[src/rtl/uart_core.sv]
// uart_core: parametrised full-duplex UART (start, DATA_BITS LSB first, optional parity, stop bits).
// Define UART_BREAK_DETECT_EN to generate the rx_break pulse; otherwise rx_break is tied low.
module uart_core #(
  parameter int DIVIDER   = 434,
  parameter int DATA_BITS = 8,
  parameter int PARITY    = 0,
  parameter int STOP_BITS = 1
) (
  input  logic                 clk,
  input  logic                 rst_n,
  input  logic                 rx,
  output logic                 tx,
  input  logic [DATA_BITS-1:0] txdata,
  input  logic                 txstrobe,
  output logic                 txready,
  output logic [DATA_BITS-1:0] rxdata,
  output logic                 rxstrobe,
  output logic                 rx_parity_err,
  output logic                 rx_frame_err,
  output logic                 rx_break
);
  localparam int CW = $clog2(DIVIDER);
  localparam logic [CW-1:0] BIT_LAST = CW'(DIVIDER - 1);
  localparam logic [CW-1:0] BIT_HALF = CW'(DIVIDER / 2);
  localparam logic [3:0] DATA_LAST = 4'(DATA_BITS - 1);
  localparam logic [3:0] STOP_LAST = 4'(STOP_BITS - 1);
  localparam logic ODD = (PARITY == 1);

  typedef enum logic [2:0] {TX_IDLE, TX_START, TX_DATA, TX_PARITY, TX_STOP} tx_state_e;
  typedef enum logic [2:0] {RX_IDLE, RX_START, RX_DATA, RX_PARITY, RX_STOP, RX_WAIT_IDLE} rx_state_e;

  tx_state_e tx_state_q, tx_state_d;
  logic [CW-1:0] tx_cnt_q, tx_cnt_d;
  logic [3:0] tx_bit_q, tx_bit_d;
  logic [DATA_BITS-1:0] tx_sh_q, tx_sh_d;
  logic tx_par_q, tx_par_d;
  logic tx_q, tx_d;

  assign tx      = tx_q;
  assign txready = (tx_state_q == TX_IDLE);

  always_ff @(posedge clk or negedge rst_n) begin
    if (!rst_n) begin
      tx_state_q <= TX_IDLE;
      tx_cnt_q   <= '0;
      tx_bit_q   <= '0;
      tx_sh_q    <= '0;
      tx_par_q   <= 1'b0;
      tx_q       <= 1'b1;
    end else begin
      tx_state_q <= tx_state_d;
      tx_cnt_q   <= tx_cnt_d;
      tx_bit_q   <= tx_bit_d;
      tx_sh_q    <= tx_sh_d;
      tx_par_q   <= tx_par_d;
      tx_q       <= tx_d;
    end
  end

  // tx is registered: each branch loads the level of the bit that starts next cycle.
  always_comb begin
    tx_state_d = tx_state_q;
    tx_cnt_d   = tx_cnt_q + 1'b1;
    tx_bit_d   = tx_bit_q;
    tx_sh_d    = tx_sh_q;
    tx_par_d   = tx_par_q;
    tx_d       = tx_q;
    case (tx_state_q)
      TX_IDLE: begin
        tx_cnt_d = '0;
        tx_d     = 1'b1;
        if (txstrobe) begin
          tx_state_d = TX_START;
          tx_sh_d    = txdata;
          tx_par_d   = (^txdata) ^ ODD;
          tx_d       = 1'b0;
        end
      end
      TX_START: if (tx_cnt_q == BIT_LAST) begin
        tx_cnt_d   = '0;
        tx_bit_d   = '0;
        tx_state_d = TX_DATA;
        tx_d       = tx_sh_q[0];
      end
      TX_DATA: if (tx_cnt_q == BIT_LAST) begin
        tx_cnt_d = '0;
        tx_sh_d  = tx_sh_q >> 1;
        if (tx_bit_q == DATA_LAST) begin
          tx_bit_d   = '0;
          tx_state_d = (PARITY != 0) ? TX_PARITY : TX_STOP;
          tx_d       = (PARITY != 0) ? tx_par_q : 1'b1;
        end else begin
          tx_bit_d = tx_bit_q + 4'd1;
          tx_d     = tx_sh_q[1];
        end
      end
      TX_PARITY: if (tx_cnt_q == BIT_LAST) begin
        tx_cnt_d   = '0;
        tx_state_d = TX_STOP;
        tx_d       = 1'b1;
      end
      TX_STOP: if (tx_cnt_q == BIT_LAST) begin
        tx_cnt_d = '0;
        tx_d     = 1'b1;
        if (tx_bit_q == STOP_LAST) tx_state_d = TX_IDLE;
        else tx_bit_d = tx_bit_q + 4'd1;
      end
      default: tx_state_d = TX_IDLE;
    endcase
  end

  rx_state_e rx_state_q, rx_state_d;
  logic rx_meta_q, rx_sync_q;
  logic [CW-1:0] rx_cnt_q, rx_cnt_d;
  logic [3:0] rx_bit_q, rx_bit_d;
  logic [DATA_BITS-1:0] rx_sh_q, rx_sh_d;
  logic rx_pe_q, rx_pe_d;
  logic [DATA_BITS-1:0] rxdata_q, rxdata_d;
  logic rxstrobe_q, rxstrobe_d;
  logic perr_q, perr_d;
  logic ferr_q, ferr_d;
`ifdef UART_BREAK_DETECT_EN
  logic rx_zero_q, rx_zero_d;
  logic brk_q, brk_d;
  assign rx_break = brk_q;
`else
  assign rx_break = 1'b0;
`endif

  assign rxdata        = rxdata_q;
  assign rxstrobe      = rxstrobe_q;
  assign rx_parity_err = perr_q;
  assign rx_frame_err  = ferr_q;

  always_ff @(posedge clk or negedge rst_n) begin
    if (!rst_n) begin
      rx_meta_q  <= 1'b1;
      rx_sync_q  <= 1'b1;
      rx_state_q <= RX_IDLE;
      rx_cnt_q   <= '0;
      rx_bit_q   <= '0;
      rx_sh_q    <= '0;
      rx_pe_q    <= 1'b0;
      rxdata_q   <= '0;
      rxstrobe_q <= 1'b0;
      perr_q     <= 1'b0;
      ferr_q     <= 1'b0;
`ifdef UART_BREAK_DETECT_EN
      rx_zero_q  <= 1'b0;
      brk_q      <= 1'b0;
`endif
    end else begin
      rx_meta_q  <= rx;
      rx_sync_q  <= rx_meta_q;
      rx_state_q <= rx_state_d;
      rx_cnt_q   <= rx_cnt_d;
      rx_bit_q   <= rx_bit_d;
      rx_sh_q    <= rx_sh_d;
      rx_pe_q    <= rx_pe_d;
      rxdata_q   <= rxdata_d;
      rxstrobe_q <= rxstrobe_d;
      perr_q     <= perr_d;
      ferr_q     <= ferr_d;
`ifdef UART_BREAK_DETECT_EN
      rx_zero_q  <= rx_zero_d;
      brk_q      <= brk_d;
`endif
    end
  end

  // rx_cnt_q holds the clock index within the start bit, then clocks since the last sample.
  always_comb begin
    rx_state_d = rx_state_q;
    rx_cnt_d   = rx_cnt_q + 1'b1;
    rx_bit_d   = rx_bit_q;
    rx_sh_d    = rx_sh_q;
    rx_pe_d    = rx_pe_q;
    rxdata_d   = rxdata_q;
    rxstrobe_d = 1'b0;
    perr_d     = perr_q;
    ferr_d     = ferr_q;
`ifdef UART_BREAK_DETECT_EN
    rx_zero_d  = rx_zero_q;
    brk_d      = 1'b0;
`endif
    case (rx_state_q)
      RX_IDLE: begin
        rx_cnt_d = CW'(1);
        if (!rx_sync_q) rx_state_d = RX_START;
      end
      RX_START: if (rx_cnt_q == BIT_HALF) begin
        rx_cnt_d   = '0;
        rx_bit_d   = '0;
        rx_pe_d    = 1'b0;
        rx_state_d = rx_sync_q ? RX_IDLE : RX_DATA;
`ifdef UART_BREAK_DETECT_EN
        rx_zero_d  = 1'b1;
`endif
      end
      RX_DATA: if (rx_cnt_q == BIT_LAST) begin
        rx_cnt_d = '0;
        rx_sh_d  = {rx_sync_q, rx_sh_q[DATA_BITS-1:1]};
`ifdef UART_BREAK_DETECT_EN
        rx_zero_d = rx_zero_q & ~rx_sync_q;
`endif
        if (rx_bit_q == DATA_LAST) rx_state_d = (PARITY != 0) ? RX_PARITY : RX_STOP;
        else rx_bit_d = rx_bit_q + 4'd1;
      end
      RX_PARITY: if (rx_cnt_q == BIT_LAST) begin
        rx_cnt_d   = '0;
        rx_pe_d    = rx_sync_q ^ (^rx_sh_q) ^ ODD;
        rx_state_d = RX_STOP;
`ifdef UART_BREAK_DETECT_EN
        rx_zero_d  = rx_zero_q & ~rx_sync_q;
`endif
      end
      RX_STOP: if (rx_cnt_q == BIT_LAST) begin
        rx_cnt_d   = '0;
        rxdata_d   = rx_sh_q;
        rxstrobe_d = 1'b1;
        perr_d     = rx_pe_q;
        ferr_d     = ~rx_sync_q;
        rx_state_d = rx_sync_q ? RX_IDLE : RX_WAIT_IDLE;
`ifdef UART_BREAK_DETECT_EN
        brk_d      = rx_zero_q & ~rx_sync_q;
`endif
      end
      RX_WAIT_IDLE: begin
        rx_cnt_d = '0;
        if (rx_sync_q) rx_state_d = RX_IDLE;
      end
      default: rx_state_d = RX_IDLE;
    endcase
  end
endmodule
[config.mk]
export PLATFORM = sky130hd
export DESIGN_NAME = uart_core
export DESIGN_NICKNAME = d
export VERILOG_FILES = /design/src/rtl/uart_core.sv
export SDC_FILE = /design/constraint.sdc
export NUM_CORES = 1
export LEC_CHECK = 0
export BUFFER_PORTS_ARGS = -buffer_cell sky130_fd_sc_hd__buf_2
export CAP_MARGIN = 20
export CORE_AREA = 10 10 96 98
export CTS_CLUSTER_DIAMETER = 40
export DETAILED_ROUTE_END_ITERATION = 8
export DIE_AREA = 0 0 106 108
export PLACE_DENSITY = 0.68
export SYNTH_ARGS = -nofsm -noshare
export SYNTH_HDL_FRONTEND = slang
export SYNTH_SLANG_ARGS = --single-unit
[constraint.sdc]
create_clock -name clk -period 2.7 [get_ports clk]
set_input_delay 0.135 -clock clk [delete_from_list [all_inputs] [get_ports clk]]
set_output_delay 0.135 -clock clk [all_outputs]
set_load 0.01 [all_outputs]
# Word level (Yosys, flattened, before mapping)
# Cells that the tools add are included.
[totals]
register_bits = 63
inputBits = 12
output_inout_bits = 14
wordCells = 121
[op_classes]
addsub = 4
eq_ne = 31
n_mux = 47
bitwise = 2
reduce_logical = 21
[ops]
columns = ["cell", "count"]
rows = [
  ["$mux W3", 15],
  ["$pmux W9 S4", 1],
  ["$mux W4", 8],
  ["$ne A2 B2 Y1 const B", 16],
  ["$mux W9", 3],
  ["$add A9 B1 Y9 const B", 2],
  ["$eq A9 B9 Y1 const B", 2],
  ["$pmux W3 S6", 1],
  ["$pmux W9 S2", 1],
  ["$mux W8", 2],
  ["$pmux W8 S2", 1],
  ["$pmux W3 S5", 1],
  ["$reduce_and A7 Y1", 2],
  ["$eq A3 B2 Y1 const B", 4],
  ["$pmux W4 S3", 1],
  ["$eq A3 B3 Y1 const B", 3],
  ["$eq A9 B8 Y1 const B", 1],
  ["$mux W1", 9],
  ["$add A4 B1 Y4 const B", 2],
  ["$eq A4 B3 Y1 const B", 2],
  ["$pmux W4 S2", 1],
  ["$reduce_and A4 Y1", 2],
  ["$reduce_xor A8 Y1", 1],
  ["$eq A3 B1 Y1 const B", 2],
  ["other kinds (17)", 22],
]

# Logic depth before layout (Yosys ltp)
[logic_depth]
word_depth = 4
depth_mapped = 7
mapped_depth_nobuf = 7

# Least setup slack after synthesis
# Ideal clock, no wire load.
[synth_timing]
path_kind = "reg2reg"
from = "reg rx_cnt_q[1]"
to = "reg perr_q (netlist: rx_parity_err)"
setup_time_ns = 0.125
arrival_ns = 1.774
required_ns = 2.575
slack_ns = 0.801
path_stages_with_launch = 8
path_buffers = 1
synth_period_minus_slack_ns = 1.899
path_cell_list = "dfrtp_1 inv_1 ha_1 nand3b_2 or3_4 nor2_1 buf_4 mux2_2"
[synth_via]
elab_chain_cells = 2
[synth_rtl]
columns = ["item", "line_no", "source"]
rows = [
  ["from (decl)", "114", "logic [CW-1:0] rx_cnt_q, rx_cnt_d;"],
  ["from (signal assigned)", "156", "rx_cnt_q <= rx_cnt_d;"],
  ["$eq A9 B9 Y1", "217", "RX_STOP: if (rx_cnt_q == BIT_LAST) begin"],
  ["$reduce_and A2 Y1 (no line)", "-", ""],
  ["to (signal assigned)", "162", "perr_q <= perr_d;"],
  ["to (decl)", "120", "logic perr_q, perr_d;"],
]
# No other way between the ends.
# A chain may end at the register's enable or synchronous reset.

# Final worst setup path
[layout_timing]
from = "reg tx_cnt_q[1]"
to = "reg tx_sh_q[2]"
[layout_via]
elab_chain_cells = 3
[layout_rtl]
columns = ["item", "line_no", "source"]
rows = [
  ["from (decl)", "33", "logic [CW-1:0] tx_cnt_q, tx_cnt_d;"],
  ["from (signal assigned)", "52", "tx_cnt_q <= tx_cnt_d;"],
  ["$eq A9 B9 Y1", "85", "TX_DATA: if (tx_cnt_q == BIT_LAST) begin"],
  ["$ne A2 B2 Y1 (no line)", "-", ""],
  ["$reduce_and A3 Y1 (no line)", "-", ""],
  ["to (signal assigned)", "54", "tx_sh_q <= tx_sh_d;"],
  ["to (decl)", "35", "logic [DATA_BITS-1:0] tx_sh_q, tx_sh_d;"],
]
# No other way between the ends.

==> load_flow_metrics.sql <==
INSERT INTO impl_metrics (metric_group, metric, value, unit) VALUES
('outcome', 'status', 'complete, no violations', ''),
('cts', 'cts_hold_buf', '2', ''),
('setup_path', 'timing.rr.start', 'tx_cnt_q[1]', ''),
('grt', 'wire_length_of_the_first_global_routing_pass', '9880', 'um'),
('setup_path', 'critical_path.startpoint_type', 'flip-flop', ''),
('yosys', 'seq_area_frac_synth', '0.4924', ''),
('setup_path', 'worstPathArrival', '2310', 'ps'),
('cells_and_area', 'layout.cells.most_common', 'dfrtp_1', ''),
('floorplanning', 'floorplan.initialDensity', '0.4309', ''),
('drt', 'drt-pass1-iter-count', '4', ''),
('yosys', 'syn-num-nets', '300', ''),
('grt', 'grt_max_degree', '42', ''),
('power', 'pwr-share-clk', '0.390', ''),
('power', 'comb_power_share', '0.097', ''),
('drt', 'avgViaCountPerCell', '5.139', ''),
('grt', 'use_met1', '0.1250', ''),
('yosys', 'synth_cells', '281', ''),
('power', 'irDropWorstVdd', '314.6', 'uV'),
('floorplanning', 'die_area', '11450', 'um^2'),
('setup_path', 'cp_cell_sequence', 'inv_1 > ha_1 > nor4b_2 > and3_1 > mux2i_1 > nor3_4 > mux2_2', ''),
('cells_and_area', 'number_of_antenna_cells_inserted', '0', ''),
('cts', 'tritoncts_num_sinks', '63', ''),
('hold_path', 'timing.hold.worst_path_depth', '3', ''),
('setup_path', 'slowest_stage', 'dfrtp_1', ''),
('timing', 'max_clock_freq', '478.2', 'MHz'),
('yosys', 'synthDistinctLibCells', '56', ''),
('placement', 'dp.final_hpwl', '3896', 'um'),
('cts', 'clockRootBuffer', 'clkbuf_8', ''),
('setup_path', 'worst_r2r_endpoint', 'tx_sh_q[2]', ''),
('setup_path', 'critPathRequiredTime', '2920', 'ps'),
('power', 'leakage', '1.632', 'nW'),
('cts', 'htree_levels', '3', ''),
('floorplanning', 'chipWidth', '106', 'um'),
('timing', 'finalWorstPathRequiredPeriod', '2091', 'ps'),
('grt', 'global_route.usage.total', '0.1031', ''),
('hold_path', 'holdCritPathClass', 'primary input to flip-flop', ''),
('placement', 'placement.io_buffers', '24', ''),
('yosys', 'synth.ff_latch_count', '63', ''),
('timing', 'final-hold-violation-count', '0', ''),
('yosys', 'avgSynthCellArea', '11.42', 'um^2'),
('cts', 'cts_buffers', '9', ''),
('yosys', 'synth_edf_count', '0', ''),
('cells_and_area', 'regArea', '1580', 'um^2'),
('cells_and_area', 'layout_common_cells', '60 x dfrtp_1, 35 x mux2_2, 26 x nor2_1', ''),
('drt', 'wire_per_inst', '13.18', 'um'),
('floorplanning', 'num_rows', '32', ''),
('drt', 'count_of_unresolved_drc_violations_after_routing', '0', ''),
('setup_path', 'critical_path_buf_inv_count', '1', ''),
('cts', 'clkTransAtPathRegs', '70', 'ps'),
('cts', 'post-cts-setup-buffer-count', '0', ''),
('power', 'power.switching_fraction', '0.2336', ''),
('timing', 'setup-violations-final', '0', ''),
('cells_and_area', 'final_net_count', '330', ''),
('drt', 'num_vias', '2148', ''),
('setup_path', 'type_of_the_setup_path_with_the_least_slack', 'flip-flop to flip-flop', ''),
('setup_path', 'cp-startpoint', 'tx_cnt_q[1]', ''),
('timing', 'finalSetupTns', '0', 'ps'),
('placement', 'dp.cells', '400', ''),
('setup_path', 'crit_family', 'simple AND/OR/NAND/NOR gates', ''),
('floorplanning', 'core_area', '7447', 'um^2'),
('timing', 'final.setup_skew', '6.077', 'ps'),
('cells_and_area', 'layout-drive-gt1-share', '0.3038', ''),
('setup_path', 'endpoint_kind', 'flip-flop', ''),
('grt', 'antenna_found_initial', '0', ''),
('cells_and_area', 'finish.cell_count_without_fillers', '418', ''),
('grt', 'globalRouteMet2Util', '0.1630', ''),
('timing', 'setup_repair_after_global_routing_missed_its_margin', 'no', ''),
('setup_path', 'regToRegSetupSlack', '610', 'ps'),
('cells_and_area', 'final_design_area_excluding_fillers', '3661', 'um^2'),
('placement', 'gpl.final_weighted_congestion', '0.7927', ''),
('power', 'power.density', '590.5', 'nW/um^2');
## worst max-delay path by stage
stage                     to  cells past startpoint
3_5_place_dp      tx_sh_q[2]                      7
4_1_cts           tx_sh_q[2]                      7
6_report          tx_sh_q[2]                      7
3_3_place_gp      tx_sh_q[1]                      7
5_1_grt           tx_sh_q[3]                      7
2_1_floorplan  rx_parity_err                      7
## kinds of logic (layout without fill, tap and decap cells)
logic type / count (synthesis) / in the layout / share of synthesized area
AND/OR/NAND/NOR: 97 / 97 / 0.1848
flip-flops: 63 / 63 / 0.4924
multiplexers: 39 / 39 / 0.1353
AO/OA/AOI/OAI: 34 / 34 / 0.07486
XOR/XNOR: 22 / 22 / 0.06004
buffers and inverters: 18 / 53 / 0.02417
adder cells (fa/ha/maj): 7 / 7 / 0.02729
other: 1 / 1 / 0.001168
## flip-flops by register name (all words and copies together) (netlist names), 3 cells and up
| register | flops |
|---|---|
| rx_cnt_q | 9 |
| rx_bit_q | 4 |
| rxdata | 8 |
| rx_state_q | 3 |
| tx_state_q | 3 |
| tx_cnt_q | 9 |
| tx_sh_q | 8 |
| rx_sh_q | 8 |
| tx_bit_q | 4 |
## tightest hold or removal path: stages
cell	delay, ps
buf_2	70
nor2b_1	100
mux2_2	150
## through the flow
stage | hold WS, ps | setup slack (ps) | total power (W) | utilization
floorplan | -160.6 | 801.1 | 0.001264 | -
global placement | 142.2 | 633.3 | 0.001330 | 0.4609
detailed placement | 140.3 | 618.7 | 0.001341 | 0.4609
CTS | 141.3 | 599.1 | 0.002200 | 0.4916
global route | 152.5 | 418.9 | 0.002270 | 0.4916
finish | 152.7 | 608.8 | 0.002162 | 0.4916
## cells in the mapped netlist, types with 2 or more instances
library cell,n,area share
dfrtp_1,60,0.47
nand3b_1,7,0.016
buf_2,2,0.0031
xor2_1,10,0.027
nor2b_1,2,0.0039
nand4_1,3,0.0058
clkbuf_1,5,0.0058
o21ai_0,7,0.011
a211oi_1,2,0.0047
buf_4,2,0.0047
a21o_1,2,0.0047
ha_1,7,0.027
nand3_1,14,0.022
nand2_1,10,0.012
dfstp_2,3,0.025
mux2i_1,4,0.012
xnor2_1,12,0.033
nand4b_1,2,0.0055
nor2_1,26,0.030
mux2_2,35,0.12
nor3_2,2,0.0062
a21oi_1,8,0.012
nand2b_1,6,0.012
and3b_1,2,0.0055
and3_1,4,0.0078
inv_1,8,0.0094
o32ai_1,3,0.0082
nor3_1,5,0.0078
## power by group through the flow
| stage | combinational (W) | clock (W) | sequential (W) |
|---|---|---|---|
| 2_1_floorplan | 0.000157 | 0 | 0.00111 |
| 3_3_place_gp | 0.000207 | 0 | 0.00112 |
| 3_5_place_dp | 0.000213 | 0 | 0.00113 |
| 4_1_cts | 0.000216 | 0.000874 | 0.00111 |
| 5_1_grt | 0.000236 | 0.000910 | 0.00113 |
| 6_report | 0.000209 | 0.000844 | 0.00111 |
## final cells by class
type                       count  area share
tap                          102     0.03486
timing repair buffer          29     0.04443
multi-input combinational    200      0.4238
clock buffer                  13     0.04614
inverter                       8    0.008202
sequential                    63      0.4316
clock inverter                 3     0.01094
## routing by layer
layer	part of all wire	wire (um)	up-vias
li1	-	-	1058
met1	0.47	2592	1039
met2	0.47	2584	43
met3	0.049	272	8
met4	0.011	59	0
met5	0	0	-
No activity file was read; power rests on OpenSTA's default activity.
